**src/rtl/mux8x1_rr_arbiter.sv**
```systemverilog
// -----------------------------------------------------------------------------
// mux8x1_rr_arbiter
//   Round-robin arbiter and select controller for a shared 8:1 mux.
//   Eight requesters compete; one owner at a time drives the mux select lines
//   with its index. Ownership ends when the owner drops its request, or when
//   the hold limit is reached while another requester is waiting.
//
// Ports
//   clk        in   rising-edge clock
//   rst_n      in   synchronous reset, active-low
//   req[7:0]   in   level request per requester (bit k <-> mux input k)
//   gnt[7:0]   out  one-hot registered grant, zero when idle
//   s0,s1,s2   out  registered mux select (owner index, s2 = MSB)
//   sel_valid  out  high while gnt is non-zero
//
// Parameter
//   MAX_HOLD   max consecutive cycles an owner keeps the grant while someone
//              else waits; 0 disables preemption (legal 0..255)
// -----------------------------------------------------------------------------
module mux8x1_rr_arbiter #(
  parameter int unsigned MAX_HOLD = 4
) (
  input  logic       clk,
  input  logic       rst_n,
  input  logic [7:0] req,
  output logic [7:0] gnt,
  output logic       s0,
  output logic       s1,
  output logic       s2,
  output logic       sel_valid
);

  typedef enum logic {IDLE, GRANT} state_t;

  localparam logic [7:0] HOLD_LIM = 8'(MAX_HOLD);

  state_t     state, state_nxt;
  logic [2:0] ptr, ptr_nxt;
  logic [2:0] sel, sel_nxt;
  logic [7:0] gnt_nxt;
  logic       vld_nxt;
  logic [7:0] hold_cnt, hold_nxt;

  logic [7:0] others;
  logic [3:0] pick_any;
  logic [3:0] pick_oth;
  logic       take;
  logic [2:0] take_idx;

  // Returns {found, index} of the first set bit of r searching p+1, p+2, ...
  // with wrap-around; p itself is examined last.
  function automatic logic [3:0] rr_pick(input logic [7:0] r, input logic [2:0] p);
    logic [3:0] res;
    logic [2:0] idx;
    res = 4'b0000;
    for (int i = 1; i <= 8; i++) begin
      idx = p + 3'(i);
      if (!res[3] && r[idx]) res = {1'b1, idx};
    end
    return res;
  endfunction

  assign others   = req & ~(8'b1 << ptr);
  assign pick_any = rr_pick(req, ptr);
  assign pick_oth = rr_pick(others, ptr);

  always_comb begin
    state_nxt = state;
    ptr_nxt   = ptr;
    sel_nxt   = sel;
    gnt_nxt   = gnt;
    vld_nxt   = sel_valid;
    hold_nxt  = hold_cnt;
    take      = 1'b0;
    take_idx  = 3'd0;

    case (state)
      IDLE: begin
        if (pick_any[3]) begin
          take     = 1'b1;
          take_idx = pick_any[2:0];
        end
      end
      GRANT: begin
        if (!req[ptr]) begin
          // Owner released: hand over directly if anyone else is waiting.
          if (pick_oth[3]) begin
            take     = 1'b1;
            take_idx = pick_oth[2:0];
          end else begin
            state_nxt = IDLE;
            gnt_nxt   = 8'h00;
            vld_nxt   = 1'b0;
            hold_nxt  = 8'd0;
          end
        end else if ((HOLD_LIM != 8'd0) && (hold_cnt == HOLD_LIM) && pick_oth[3]) begin
          // Preemption: the owner is excluded, so it only re-wins when the
          // rotation comes back around to it.
          take     = 1'b1;
          take_idx = pick_oth[2:0];
        end else if (hold_cnt < HOLD_LIM) begin
          hold_nxt = hold_cnt + 8'd1;
        end
      end
      default: state_nxt = IDLE;
    endcase

    if (take) begin
      state_nxt = GRANT;
      ptr_nxt   = take_idx;
      sel_nxt   = take_idx;
      gnt_nxt   = 8'b1 << take_idx;
      vld_nxt   = 1'b1;
      hold_nxt  = 8'd1;
    end
  end

  always_ff @(posedge clk) begin
    if (!rst_n) begin
      state     <= IDLE;
      ptr       <= 3'd7;
      sel       <= 3'd0;
      gnt       <= 8'h00;
      sel_valid <= 1'b0;
      hold_cnt  <= 8'd0;
    end else begin
      state     <= state_nxt;
      ptr       <= ptr_nxt;
      sel       <= sel_nxt;
      gnt       <= gnt_nxt;
      sel_valid <= vld_nxt;
      hold_cnt  <= hold_nxt;
    end
  end

  assign s0 = sel[0];
  assign s1 = sel[1];
  assign s2 = sel[2];

endmodule

```
**config.mk**
```make
export PLATFORM = sky130hd
export DESIGN_NAME = mux8x1_rr_arbiter
export DESIGN_NICKNAME = d
export VERILOG_FILES = /design/src/rtl/mux8x1_rr_arbiter.sv
export SDC_FILE = /design/constraint.sdc
export NUM_CORES = 1
export LEC_CHECK = 0
export BUFFER_PORTS_ARGS = -buffer_cell sky130_fd_sc_hd__buf_2
export CAP_MARGIN = 25
export CORE_UTILIZATION = 45
export DETAILED_ROUTE_END_ITERATION = 10
export SYNTH_ARGS = -nofsm -noshare
export SYNTH_HDL_FRONTEND = slang
export SYNTH_SLANG_ARGS = --single-unit
```
**constraint.sdc**
```tcl
create_clock -name clk -period 4.1 [get_ports clk]
set_input_delay 0.205 -clock clk [delete_from_list [all_inputs] [get_ports clk]]
set_output_delay 0.205 -clock clk [all_outputs]
set_load 0.02 [all_outputs]
```
After elaboration in Yosys (flattened, before gate mapping)
Cells that the tools add are included.
{"block": "word_totals", "register_bits": 24, "inputBits": 10, "out_inout_bits": 12, "elab_cells": 147}
{"block": "classes", "n_addsub": 8, "n_lt_le_gt_ge": 9, "eq_ne": 9, "shifts": 2, "muxes": 74, "bitwise": 4, "n_reduce_logical": 34}
{"operator": "$mux W4", "count": 16}
{"operator": "$mux W8", "count": 7}
{"operator": "$bmux W1 S3", "count": 16}
{"operator": "$lt A3 B4 Y1 const B", "count": 8}
{"operator": "$mux W1", "count": 29}
{"operator": "$shl A1 B3 Y8 const A", "count": 2}
{"operator": "$logic_and A1 B1 Y1", "count": 15}
{"operator": "$logic_not A1 Y1", "count": 14}
{"operator": "$add A3 B3 Y3 const B", "count": 4}
{"operator": "$mux W3", "count": 4}
{"operator": "$add A8 B1 Y8 const B", "count": 1}
{"operator": "$and A8 B8 Y8", "count": 1}
{"operator": "$eq A8 B3 Y1 const B", "count": 1}
{"operator": "$lt A8 B3 Y1 const B", "count": 1}
{"operator": "$not A8 Y8", "count": 1}
{"operator": "$reduce_and A4 Y1", "count": 2}
{"operator": "$add A3 B2 Y3 const B", "count": 2}
{"operator": "$ne A2 B1 Y1 const B", "count": 3}
{"operator": "$pmux W3 S2", "count": 1}
{"operator": "$ne A2 B2 Y1 const B", "count": 2}
{"operator": "$add A3 B1 Y3 const B", "count": 1}
{"operator": "$ne A3 B1 Y1 const B", "count": 1}
{"operator": "$ne A3 B2 Y1 const B", "count": 1}
{"operator": "$ne A3 B3 Y1 const B", "count": 1}
{"operator": "other kinds (5)", "count": 6}

Longest topological paths before layout
Gate-level depths: netlist of the first run.
{"block": "depth", "depth_word": 33, "mapped_depth": 15, "ltp_nobuf": 11}

Least setup slack after synthesis of the first run
No wires, ideal clock.
{"block": "synth_timing", "kind": "register to register", "from": "register ptr[2]", "to": "register gnt[3]", "setup_ns": 0.117, "arrival_ns": 3.574, "path_slack_ns": 0.409, "stages_incl_launch_ff": 15, "n_path_buf": 4, "cell_sequence": "dfxtp_1 buf_6 inv_1 buf_1 ha_1 clkbuf_1 clkbuf_1 mux4_2 mux2i_1 a21bo_1 a2111oi_0 nor2_1 a32o_1 and3_1 a22o_1"}
{"block": "synth_via", "elab_chain_cells": 33, "word_cells_on_any_way": 103, "classes_between": "7 x add/sub; 2 x eq/ne; 2 x shift; 59 x mux; 2 x bitwise; 31 x reduce/logical"}
{"item": "start: declaration", "line": "38", "text": "logic [2:0] ptr, ptr_nxt;"}
{"item": "start signal: assignment", "line": "128", "text": "ptr <= ptr_nxt;"}
{"item": "parallel branches: the longest is 33 deep, another holds $add A3 B1 Y3"}
{"item": "end signal: assignment", "line": "130", "text": "gnt <= gnt_nxt;"}
{"item": "end: declaration", "line": "26", "text": "output logic [7:0] gnt,"}
Parallel ways; which one is timed is not known. The select of a mux whose other input is x is not followed.
A chain may end at the register's enable or synchronous reset.

Worst setup path after layout of the first run
{"block": "layout_timing", "from": "register ptr[1]", "to": "register gnt[5]"}
The elaborated chain is that of the path after synthesis.

==> results of run 1 <==
## critical path: stages, from the launching register on
cell and delay (ps):
dfxtp_1 320, buf_4 160, ha_1 220, ha_1 440, mux2_2 400, a2bb2oi_1 400, o32a_1 330, nand3_1 180
nor4_4 380, nor2_1 140, o31a_1 150, nor4_4 420, o32ai_1 180
## cell usage in the layout (no fill, tap or decap), drive strengths merged, types with 5 or more instances in the layout
cell type and instances:
a21o 6, nand3 11, and3 5, o32ai 5, mux2 10, nor3 6
ha 9, and2 5, buf 39, mux4 19, a21oi 22, nor2b 5
a31oi 8, inv 14, nand2 32, nor2 26, nand2b 9, a2bb2oi 5
mux2i 17, dfxtp 24, o21ai 15
## final cells by class
class,count,area [um^2]
fillers,654,3360
inverters,16,60.1
well taps,96,120
multi-input cells,304,2500
flip-flops and latches,24,482
repair buffers,39,240
clock buffers,3,41.3
clock inverters,1,30.0
## metrics by stage
stage | hold slack, ps | setup slack [ps] | instances | cell area, um^2 | util [%]
5_1_grt | 219 | 36.0 | 483 | 3470 | 50.8
4_1_cts | 192 | 295 | 483 | 3470 | 50.8
3_5_place_dp | 447 | 337 | 479 | 3400 | 49.8
2_1_floorplan | 294 | 409 | 371 | 3190 | -
3_3_place_gp | 452 | 363 | 479 | 3400 | 49.8
6_report | 200 | 252 | 483 | 3470 | 50.8
## synth_stat cells (all sizes together) (5+ instances only)
| master | n | share of area [%] |
|---|---|---|
| inv | 14 | 1.6 |
| nand3 | 11 | 2.0 |
| a21oi | 22 | 3.4 |
| buf | 14 | 3.3 |
| nor2 | 26 | 3.1 |
| o32ai | 5 | 1.4 |
| a21o | 6 | 1.4 |
| nor3 | 6 | 0.94 |
| clkbuf | 13 | 1.5 |
| nand2 | 32 | 3.8 |
| and2 | 5 | 1.1 |
| o21ai | 15 | 2.5 |
| a2bb2oi | 5 | 1.4 |
| dfxtp | 24 | 15 |
| nor2b | 5 | 0.98 |
| mux2 | 10 | 3.8 |
| mux4 | 19 | 13 |
| nand2b | 9 | 1.8 |
| ha | 9 | 3.5 |
| and3 | 5 | 0.98 |
| mux2i | 17 | 5.3 |
| a31oi | 8 | 1.8 |
## flip-flops by register name, summed over array words and instances (netlist names)
register / cells
gnt: 8
hold_cnt: 8
ptr: 3
sel: 3
sel_valid: 1
state: 1
## path summary, 6_finish.rpt
| check | endpoint | startpoint | slack (ps) |
|---|---|---|---|
| worst min register to register | sel_valid | sel_valid | 460 |
| worst min-delay path | ptr[2] | rst_n | 200 |
| worst max-delay path | gnt[5] | ptr[1] | 250 |
| worst max register to register | gnt[5] | ptr[1] | 250 |
## kinds of logic after synthesis
logic type | count (synthesis) | synth area share, %
buffers and inverters | 43 | 6.74
muxes | 46 | 22.5
adders and majority gates | 9 | 3.53
xor gates and xnor gates | 4 | 1.68
AOI/OAI and AO/OA | 120 | 28.6
DFF | 24 | 15.0
and+or+nand+nor | 125 | 21.9
## power groups by stage
stage | registers [mW] | clock network [mW] | logic (mW)
4_1_cts | 0.327 | 0.211 | 2.86
3_3_place_gp | 0.331 | 0 | 2.86
6_report | 0.326 | 0.207 | 2.91
5_1_grt | 0.333 | 0.222 | 3.14
2_1_floorplan | 0.366 | 0 | 2.13
3_5_place_dp | 0.331 | 0 | 2.84
## metal layers
metal / GRT usage [%] / vias up / wire, um
met5: 0 / - / 0
met4: 13.3 / 0 / 369
met3: 2.86 / 25 / 678
met2: 43.1 / 173 / 4580
met1: 35.5 / 1577 / 4030
li1: - / 1487 / -
==> results.sh, run 1 <==
export IMPL_io_buffers=21
export IMPL_fin_nets=407
export IMPL_seq_area_frac_synth_pct=15.0
export IMPL_cts_max_level=1
export IMPL_slew_headroom_pct=50.5
export IMPL_syn_avg_cell_area_um2=8.61
export IMPL_ios=22
export IMPL_p_leak_nw=1.37
export IMPL_setup_viol=0
export IMPL_cts_root_buf="clkbuf_8"
export IMPL_grt_max_degree=46
export IMPL_firstDrtPassIters=5
export IMPL_start_util_pct=46.8
export IMPL_ys_flop_type="dfxtp_1"
export IMPL_p_total_mw=3.44
export IMPL_ir_worst_vdd_mv=0.360
export IMPL_synth_edff_count=0
export IMPL_detail_route_antenna_nets=0
export IMPL_core_area_um2=6830
export IMPL_hold_buffers=0
export IMPL_drive_above_1_share_pct=24.3
export IMPL_criticalPathCategory="reg -> reg"
export IMPL_ys_warn_count=0
export IMPL_startpoint_type="flop"
export IMPL_hold_violations=0
export IMPL_drcViolationCount=0
export IMPL_clkSinkCount=24
export IMPL_required_ps=4240
export IMPL_clk_latency_ps=270
export IMPL_maxCapViolCount=0
export IMPL_cts_buffers=3
export IMPL_place_gp_congestion=0.935
export IMPL_grt_pass1_wl_um=15600
export IMPL_setup_tns_ps=0
export IMPL_pwr_share_seq_pct=9.5
export IMPL_worst_hold_path_num_cells=2
export IMPL_min_period_over_period_pct=93.8
export IMPL_ctsResizeCount=0
export IMPL_synth_seq_cells=24
export IMPL_areaGrowthSynthToFinish_pct=8.70
export IMPL_die_w_um=86.3
export IMPL_worst_pin_slew_ps=724
export IMPL_pwr_share_comb_pct=84.5
export IMPL_synthArstFlopShare_pct=0
export IMPL_min_period_ps=3850
export IMPL_power_frac_clock_pct=6.0
export IMPL_wl_per_cell_um=20.0
export IMPL_finalMaxSlewViolations=0
export IMPL_p_switching_mw=1.82
export IMPL_die_area_um2=7440
export IMPL_cp_arrival_ps=3990
export IMPL_syn_area_um2=3190
export IMPL_via_per_inst=6.75
export IMPL_crit_path_end_kind="flop"
export IMPL_rsz0062_at_grt="false"
export IMPL_internal_power_mw=1.62
export IMPL_fmax_mhz=260
export IMPL_post_cts_buffers=0
export IMPL_reg2reg_depth=12
export IMPL_skew_ps=4.95
export IMPL_num_rows=30
export IMPL_grt_pass1_vias=2965
export IMPL_p_sw_share_pct=53.0
export IMPL_cts_tree="done"
export IMPL_synth_nets=390
export IMPL_worst_path_max_fanout=10
export IMPL_overflow=0
export IMPL_synth_distinct_cells=89
export IMPL_hp_class="in -> reg"
export IMPL_powerDensity_nw_per_um2=991
export IMPL_status="finished clean"
export IMPL_insertedDiodeCount=0
export IMPL_synthCells=371
export IMPL_cts_buffer_depth=2
export IMPL_vias=3262
export IMPL_grt_antenna_before_repair=0
export IMPL_die_h_um=86.3
export IMPL_drt_iter0_drc=264
export IMPL_wl_um=9660
export IMPL_hpwl_um=7370
export IMPL_clkTransAtPathRegs_ps=90
export IMPL_grt_use_total_pct=26.7
No activity file was read; power rests on OpenSTA's default activity.
==> inputs of run 2 (changes only) <==
- ABC_AREA: unset -> 1
==> run 2 against run 1 <==
  * Via count down 21%
  * Die area down 26%
  * Critical path depth up 8
  * Synthesized cell count up 9.7%
  * Core utilization up 1.9 points
  * Setup slack better by 890 ps
  * Global-route usage down 2.2 points
  * Sequential share of layout area up 4.9 points
  * Cell count up 2.1%
==> results.sh, run 2 <==
export IMPL_synth_common_cells="nand2_1, nand3_1, inv_1"
export IMPL_die_area_um2=5490
export IMPL_grt_max_degree=22
export IMPL_crit_path_end_kind="flop"
export IMPL_cts_max_level=1
export IMPL_cpMaxStageDelayCell="dfxtp_1"
export IMPL_maxCapViolCount=0
export IMPL_via_per_inst=5.24
export IMPL_areaGrowthSynthToFinish_pct=9.25
export IMPL_core_area_um2=4850
export IMPL_hpwl_um=5010
export IMPL_start_util_pct=48.3
export IMPL_fin_nets=447
export IMPL_cp_arrival_ps=3100
export IMPL_slew_headroom_pct=68.0
export IMPL_grt_pass1_vias=2195
export IMPL_insertedDiodeCount=0
export IMPL_syn_avg_cell_area_um2=5.75
export IMPL_grt_pass1_wl_um=10400
export IMPL_rsz0062_at_grt="false"
export IMPL_criticalPathCategory="reg -> reg"
export IMPL_cts_root_buf="clkbuf_8"
export IMPL_final_cell_mix="nand2_1, nand3_1, inv_1, nor2_1, dfxtp_1"
export IMPL_drcViolationCount=0
export IMPL_hold_violations=0
export IMPL_finalInstanceArea_um2=2560
export IMPL_place_inst=490
export IMPL_drive_above_1_share_pct=13.6
export IMPL_finalMaxSlewViolations=0
export IMPL_io_buffers=21
export IMPL_post_cts_buffers=0
export IMPL_wl_um=6310
export IMPL_yosysMostFrequentCell="nand2_1"
export IMPL_die_h_um=74.1
export IMPL_clk_latency_ps=270
export IMPL_hold_slack_ps=276
export IMPL_synth_distinct_cells=35
export IMPL_skew_ps=7.45
export IMPL_startpoint_type="flop"
export IMPL_vias=2582
export IMPL_synthCells=407
export IMPL_cts_tree="done"
export IMPL_hold_buffers=0
export IMPL_ys_flop_type="dfxtp_1"
export IMPL_syn_area_um2=2340
export IMPL_wl_per_cell_um=12.8
export IMPL_seq_area_frac_synth_pct=20.5
export IMPL_layout_commonest_cell="nand2_1"
export IMPL_worst_pin_slew_ps=479
export IMPL_synth_edff_count=0
export IMPL_setup_tns_ps=0
export IMPL_min_period_ps=2960
export IMPL_grt_antenna_before_repair=0
export IMPL_synth_seq_cells=24
export IMPL_cts_buffers=3
export IMPL_cts_buffer_depth=2
export IMPL_required_ps=4240
export IMPL_hp_class="in -> reg"
export IMPL_fmax_mhz=338
export IMPL_setup_viol=0
export IMPL_overflow=0
export IMPL_ios=22
export IMPL_die_w_um=74.1
export IMPL_multi_input_area_um2=1620
export IMPL_fill_cells=527
export IMPL_synthArstFlopShare_pct=0
export IMPL_ctsResizeCount=0
export IMPL_cpPeakStageDelay_ps=330
export IMPL_ys_warn_count=0
export IMPL_synth_top_area_share_pct=21.3
export IMPL_critPathMostFrequentCell="nand2_1"
export IMPL_placed_cell_area_um2=2510
export IMPL_status="finished clean"
export IMPL_firstDrtPassIters=4
export IMPL_largestRegisters="gnt x8, hold_cnt x8"
export IMPL_synth_top_area_cell="nand2_1"
export IMPL_detail_route_antenna_nets=0
export IMPL_worst_path_max_fanout=18
export IMPL_drt_iter0_drc=177
export IMPL_place_gp_congestion=0.929
export IMPL_clkSinkCount=24
export IMPL_layout_area_seq_um2=480
export IMPL_grt_use_total_pct=24.5
export IMPL_min_period_over_period_pct=72.2
export IMPL_path_cells="buf_4 -> ha_1 -> ha_1 -> inv_1 -> nand3_1 -> nand3_1 -> nand3_1 -> nand2_1 -> nor2_4 -> nand2_1 -> nor2_1 -> nor2_1 -> nor2_1 -> nand2_1 -> nand2_1 -> nand2_1 -> nand2_1 -> nand2_2 -> nor2_2 -> o21ai_0"
export IMPL_instances_no_fill=493
export IMPL_synth_nets=426
export IMPL_synth_area_leaders="nand2_1, dfxtp_1, nand3_1, inv_1, nor2_1"
export IMPL_num_rows=25
export IMPL_clkTransAtPathRegs_ps=80
==> run 2: cell types whose count changed in the layout (fill, tap and decap cells not counted), moves of 6 or more <==
| cell | change |
|---|---|
| a21oi_1 | -15 |
| mux4_2 | -19 |
| inv_1 | +29 |
| nand2b_1 | -9 |
| nor2_1 | +8 |
| nand2_1 | +101 |
| nand3_1 | +71 |
| nand2_2 | +8 |
| a21o_1 | -6 |
| mux2_2 | -8 |
| buf_4 | -11 |
| mux2i_1 | -17 |
==> run 2: kinds of logic (layout without fill, tap and decap cells) <==
group / count (synthesis) / count (layout) / share of synthesized area (%)
buffers and inverters: 58 / 77 / 10.2
and+or+nand+nor: 281 / 281 / 55.2
adders and majority gates: 9 / 9 / 4.81
DFF: 24 / 24 / 20.5
xor gates and xnor gates: 2 / 2 / 1.07
AOI/OAI and AO/OA: 33 / 33 / 8.13
==> run 2: per-stage QoR <==
stage	worst slack (ps)	utilization, %
6_report	1140	52.7
2_1_floorplan	1180	-
3_3_place_gp	1170	51.9
4_1_cts	1150	52.7
5_1_grt	798	52.7
3_5_place_dp	1190	51.9
==> run 2: final timing paths <==
kind	cells after the start	slack [ps]	to	from
worst max-delay path	20	1140	ptr[0]	ptr[1]
worst min-delay path	3	280	sel_valid	rst_n
worst max register to register	20	1140	ptr[0]	ptr[1]
worst min register to register	2	450	hold_cnt[5]	hold_cnt[5]
==> run 2: cell type report <==
| type | instances | area share (%) |
|---|---|---|
| multi-input cells | 325 | 63.4 |
| well taps | 67 | 3.28 |
| inverters | 46 | 6.75 |
| flip-flops and latches | 24 | 18.8 |
| clock buffers | 3 | 1.62 |
| repair buffers | 28 | 6.17 |
==> run 2: worst max-delay path, delay by kind of cell (launching register included) <==
family,cells,cell delay [ps]
fa+ha+maj,2,410
simple gates,15,1660
flops,1,330
buf+inv,2,320
compound gates,1,120
==> run 2: layer usage <==
metal	up-vias	global-route usage, %	wire, um
met5	-	0	0
li1	1367	-	-
met1	1133	37.2	3220
met2	80	37.9	2680
met4	0	1.71	13
met3	2	3.66	398
Power of run 2 is not shown: default switching activity piles up to over one toggle a cycle in this logic, so the estimate is an artifact.
